===== src/rtl/keypad_pkg.sv =====
// Shared key codes, fill-mode selector and FSM state encoding for the keypad entry buffer.
package keypad_pkg;

  localparam logic [3:0] KEY_MAX_DIGIT = 4'h9;
  localparam logic [3:0] KEY_BKSP      = 4'hA;
  localparam logic [3:0] KEY_CLR       = 4'hB;
  localparam logic [3:0] KEY_ENT       = 4'hC;

  typedef enum logic {MODE_WRAP, MODE_SHIFT} entry_mode_t;

  typedef enum logic [1:0] {ST_IDLE, ST_HELD, ST_RELEASE} state_t;

endpackage


===== src/rtl/ready_sync.sv =====
// Two-flop synchroniser for the asynchronous keypad strobe, plus a rising-edge detector.
module ready_sync (
  input  logic clk,
  input  logic reset,
  input  logic ready,
  output logic ready_s,
  output logic ready_rise
);

  logic meta;
  logic prev;

  always_ff @(posedge clk or negedge reset) begin
    if (!reset) begin
      meta    <= 1'b0;
      ready_s <= 1'b0;
      prev    <= 1'b0;
    end else begin
      meta    <= ready;
      ready_s <= meta;
      prev    <= ready_s;
    end
  end

  assign ready_rise = ready_s & ~prev;

endmodule


===== src/rtl/keypad_entry.sv =====
// N-digit BCD keypad entry buffer with backspace, clear and enter/commit, in wrap or shift fill mode.
// state      | meaning
// ST_IDLE    | waiting for a new press; key action executes on the ready rise
// ST_HELD    | key held; waiting for ready to drop
// ST_RELEASE | ready low; counting down the release window, a re-rise is bounce
module keypad_entry
  import keypad_pkg::*;
#(
  parameter int NDIGITS     = 4,
  parameter int MODE        = 0,
  parameter int RELEASE_CYC = 4
) (
  input  logic                             clk,
  input  logic                             reset,
  input  logic                             ready,
  input  logic [3:0]                       tecla,
  output logic [4*NDIGITS-1:0]             digits,
  output logic [$clog2(NDIGITS+1)-1:0]     count,
  output logic [4*NDIGITS-1:0]             value,
  output logic                             valid,
  output logic                             overflow
);

  localparam int DW = 4 * NDIGITS;
  localparam int CW = $clog2(NDIGITS + 1);
  localparam int PW = $clog2(NDIGITS);
  localparam int RW = (RELEASE_CYC > 1) ? $clog2(RELEASE_CYC) : 1;

  localparam logic [CW-1:0] FULL     = CW'(NDIGITS);
  localparam logic [PW-1:0] PTR_TOP  = PW'(NDIGITS - 1);
  localparam logic [RW-1:0] REL_LOAD = RW'(RELEASE_CYC - 1);
  localparam entry_mode_t   EMODE    = entry_mode_t'(MODE);

  logic          ready_s;
  logic          ready_rise;
  state_t        state;
  logic [PW-1:0] ptr;
  logic [PW-1:0] ptr_up;
  logic [PW-1:0] ptr_dn;
  logic [RW-1:0] rel_cnt;

  ready_sync u_sync (
    .clk        (clk),
    .reset      (reset),
    .ready      (ready),
    .ready_s    (ready_s),
    .ready_rise (ready_rise)
  );

  // Explicit modulo so non-power-of-two digit counts wrap correctly.
  assign ptr_dn = (ptr == '0)      ? PTR_TOP : ptr - PW'(1);
  assign ptr_up = (ptr == PTR_TOP) ? '0      : ptr + PW'(1);

  always_ff @(posedge clk or negedge reset) begin
    if (!reset) begin
      state    <= ST_IDLE;
      digits   <= '0;
      count    <= '0;
      value    <= '0;
      valid    <= 1'b0;
      overflow <= 1'b0;
      ptr      <= PTR_TOP;
      rel_cnt  <= '0;
    end else begin
      valid    <= 1'b0;
      overflow <= 1'b0;
      case (state)
        ST_IDLE: begin
          if (ready_rise) begin
            state <= ST_HELD;
            if (tecla <= KEY_MAX_DIGIT) begin
              overflow <= (count == FULL);
              if (count != FULL) count <= count + CW'(1);
              if (EMODE == MODE_SHIFT) begin
                digits <= {digits[DW-5:0], tecla};
              end else begin
                digits[{ptr, 2'b00} +: 4] <= tecla;
                ptr <= ptr_dn;
              end
            end else if (tecla == KEY_BKSP) begin
              if (count != '0) begin
                count <= count - CW'(1);
                if (EMODE == MODE_SHIFT) begin
                  digits <= {4'h0, digits[DW-1:4]};
                end else begin
                  digits[{ptr_up, 2'b00} +: 4] <= 4'h0;
                  ptr <= ptr_up;
                end
              end
            end else if (tecla == KEY_CLR || tecla == KEY_ENT) begin
              digits <= '0;
              count  <= '0;
              ptr    <= PTR_TOP;
              if (tecla == KEY_ENT) begin
                value <= digits;
                valid <= 1'b1;
              end
            end
          end
        end
        ST_HELD: begin
          if (!ready_s) begin
            state   <= ST_RELEASE;
            rel_cnt <= REL_LOAD;
          end
        end
        ST_RELEASE: begin
          if (ready_s)              state   <= ST_HELD;
          else if (rel_cnt == '0)   state   <= ST_IDLE;
          else                      rel_cnt <= rel_cnt - RW'(1);
        end
        default: state <= ST_IDLE;
      endcase
    end
  end

endmodule


===== config.mk =====
export PLATFORM = sky130hd
export DESIGN_NAME = keypad_entry
export DESIGN_NICKNAME = d
export VERILOG_FILES = /design/src/rtl/keypad_pkg.sv /design/src/rtl/ready_sync.sv /design/src/rtl/keypad_entry.sv
export SDC_FILE = /design/constraint.sdc
export NUM_CORES = 1
export LEC_CHECK = 0
export ABC_AREA = 1
export BUFFER_PORTS_ARGS = -buffer_cell sky130_fd_sc_hd__buf_2
export CELL_PAD_IN_SITES_DETAIL_PLACEMENT = 1
export CELL_PAD_IN_SITES_GLOBAL_PLACEMENT = 1
export CORE_ASPECT_RATIO = 0.75
export CORE_MARGIN = 2
export CORE_UTILIZATION = 41
export DETAILED_ROUTE_END_ITERATION = 8
export MAX_ROUTING_LAYER = met4
export PLACE_DENSITY_LB_ADDON = 0.1
export SLEW_MARGIN = 20
export SYNTH_ARGS = -nofsm -noshare
export SYNTH_HDL_FRONTEND = slang
export SYNTH_HIERARCHICAL = 1
export SYNTH_SLANG_ARGS = --single-unit
export TNS_END_PERCENT = 1

===== constraint.sdc =====
create_clock -name clk -period 2.3 [get_ports clk]
set_input_delay 0.115 -clock clk [delete_from_list [all_inputs] [get_ports clk]]
set_output_delay 0.115 -clock clk [all_outputs]
set_load 0.03 [all_outputs]

==> summary.md <==
| Metric | Value |
|---|---|
| Final slew viol count | 0 |
| Min cycle time layout | 2.062 ns |
| Fin crit share | 89.63% |
| Peak supply drop | 0.4268 mV |
| # IOs | 44 |
| Total GRT Usage | 20.47% |
| DR vias | 2,157 |
| GRT overflow | 0 |
| Yosys Warn Count | 6 |
| Headroom to the max-slew limit | 64.78% |
| First-pass GRT wire length | 10,540 um |
| Final Instance Area | 2964 sq um |
| Initial Utilization | 43.27% |
| Endpoints failing setup | 0 |
| Switching pwr | 1506 uW |
| Synthesis-to-layout area growth | 15.79% |
| Clk root buf | clkbuf_8 |
| Static leakage | 0.001613 uW |
| H-tree depth | 2 |
| Reg2Reg Depth | 8 |
| DR pass1 iterations | 4 |
| Final net count | 371 |
| ANT cells | 0 |
| Core ar. | 5916 sq um |
| Worst Path Max Fanout | 11 |
| Sequential cell area fraction in the yosys report | 45.06% |
| Post-Layout Cell Count | 434 |
| CTS Sinks | 46 |
| Hold Path Depth | 5 |
| CTS Buf Count | 5 |
| Setup Fix Bufs, Post-CTS | 0 |
| Syn_nets | 324 |
| Drt wl/cell | 14.42 um |
| Detailed Place HPWL | 4631 um |
| CTS max path bufs | 2 |
| Sw frac | 45.90% |
| Slowest library cell on the worst path | dfstp_2 |
| CP peak stage delay | 0.65 ns |
| Row count | 24 |
| Share of layout cells above drive strength 1 | 23.88% |
| Chip height | 72.43 um |
| PD cells | 1107 nW/um^2 |
| Total power | 3281 uW |
| Hold Vio Cnt, Final | 0 |
| Iter 0 DRT Violations | 111 |
| HP Class | in2reg |
| Cell variety after synth | 30 |
| Combinational share of power | 45.9% |
| CP Cell Sequence | inv_1, ha_1, clkinv_1, nand3_1, nand2_1, inv_1, nand3_1, nand2_1 |
| Fmax | 485.1 MHz |
| Placement Cell Area | 2831 sq um |
| Post-cts sizing count | 0 |
| Initial antenna violation count | 0 |
| GP Congestion | 0.8960 |
| DRC Markers | 0 |
| Data required time at the worst endpoint | 2.49 ns |
| Worst setup path class | reg2reg |
| Least-Margin Pin Slew | 0.5270 ns |
| Clock skew | 0.009647 ns |
| I/O Buffers | 43 |
| Inst Count DP | 424 |
| Clock share of power | 19.3% |
| Max-cap check violation count | 0 |
| Die area | 6898 sq um |
| Total wire length | 6257 um |
| # fillers | 743 |
| Pin count of the biggest net entering global routing | 27 |
| Synthesized area | 2560 sq um |
| Internal Power | 1775 uW |
| Via-to-Cell Ratio | 4.970 |
| Most frequent cells in the layout | 70 x nand2_1, 44 x dfrtp_1, 43 x buf_2 |
| Area share of the largest cell type after synthesis | 43.01% |
| Commonest non-fill, non-tap cell in the layout | nand2_1 |
| Die W | 95.24 um |
| Ranking of synthesized cells by area | dfrtp_1 43%, nand2_1 10%, nand3_1 7.0% |
| Post-place setup slack | 0.2954 ns |
| CP endpoint kind | register |
| Hold_buf cts | 2 |
| CP Launch Type | register |
| Syn Inst Count | 308 |
| Post-route setup slack | 0.2384 ns |
| Setup TNS | 0 ns |
| ANT nets after route | 0 |
| Area leader, netlist | dfrtp_1 |
| Avg Inst Size Synth | 8.312 sq um |
| TritonCTS clock tree | built |
| Flip-flop and latch count after synthesis | 46 |
| Seq pwr share | 34.8% |
| Later-pin clock latency in the skew report | 0.30 ns |
| Status | finished clean |
| Vias in the first global route | 2,122 |
| Clk slew on worst S/H paths | 0.10 ns |
| RSZ-0062 raised after global routing | false |
| Arr. time, crit path | 2.25 ns |
[per-stage QoR]
step                      utilization [%]  hold slack (ns)
after floorplan                         -          -0.1806
after global routing                50.11           0.2288
after detailed placement            47.86           0.1237
final                               50.11           0.2308
after global placement              47.86           0.1156
after CTS                           50.11           0.2160
[cell usage after synthesis (all sizes together)]
| master | instances |
|---|---|
| ha | 9 |
| nand2 | 76 |
| clkinv | 1 |
| clkbuf | 1 |
| nand3 | 37 |
| nand4 | 2 |
| o21bai | 16 |
| xor2 | 1 |
| a21oi | 1 |
| o21ai | 24 |
| dfrtp | 44 |
| xnor2 | 1 |
| nand3b | 2 |
| nor2 | 38 |
| inv | 42 |
| dfstp | 2 |
| nor3 | 4 |
| buf | 7 |
[cells by family after synthesis]
logic type | Yosys count | synth area share, %
xor gates and xnor gates | 2 | 0.6844
buffers and inverters | 51 | 9.383
adders and majority gates | 9 | 4.399
and+or+nand+nor | 159 | 28.84
DFF | 46 | 45.06
AOI/OAI and AO/OA | 41 | 11.63
[state kept, by name (all words and copies together), names as in the netlist]
| name | cells |
|---|---|
| u_sync/ready_s | 1 |
| ptr | 2 |
| value | 16 |
| valid | 1 |
| u_sync/meta | 1 |
| digits | 16 |
| count | 3 |
| rel_cnt | 2 |
| state | 2 |
| overflow | 1 |
| u_sync/prev | 1 |
[power by group through the flow]
stage / Clock, uW / Combinational [uW] / Sequential [uW]
final: 633 / 1510 / 1140
after global routing: 675 / 1680 / 1170
after CTS: 645 / 1510 / 1140
after detailed placement: 0 / 1500 / 1160
after global placement: 0 / 1460 / 1150
after floorplan: 0 / 863 / 1380
[worst paths after layout]
check / start / end / slack [ns]
hold reg to reg: u_sync/meta / u_sync/ready_s / 0.36
setup reg to reg: ptr[0] / digits[0] / 0.24
min in group asynchronous: reset / count[1] / 0.30
hold / removal: tecla[2] / digits[10] / 0.23
max in group asynchronous: reset / rel_cnt[0] / 1.26
setup / recovery: ptr[0] / digits[0] / 0.24
[metal layers]
metal	wire, um	GRT usage [%]	share of wire (%)
met2	2876	31.77	46
met4	30	3.865	0.48
met1	3145	28.19	50
met5	0	-	0
met3	204	4.050	3.3
[worst max-delay path, delay by kind of cell, from the launching register on]
kind / cells / cell delay (ns)
adder cells (fa/ha/maj): 1 / 0.32
buffers and inverters: 3 / 0.50
flip-flops: 1 / 0.65
AND/OR/NAND/NOR: 4 / 0.46
[layout make-up]
class	instances	area (sq um)	area share (%)
inverters	43	163.9	5.530
clock buffers	5	68.82	2.322
clock inverters	3	43.79	1.477
well taps	78	97.59	3.293
flip-flops and latches	46	1154	38.92
multi-input cells	211	1166	39.34
repair buffers	48	270.3	9.118
Power figures use the tool's default switching activity.
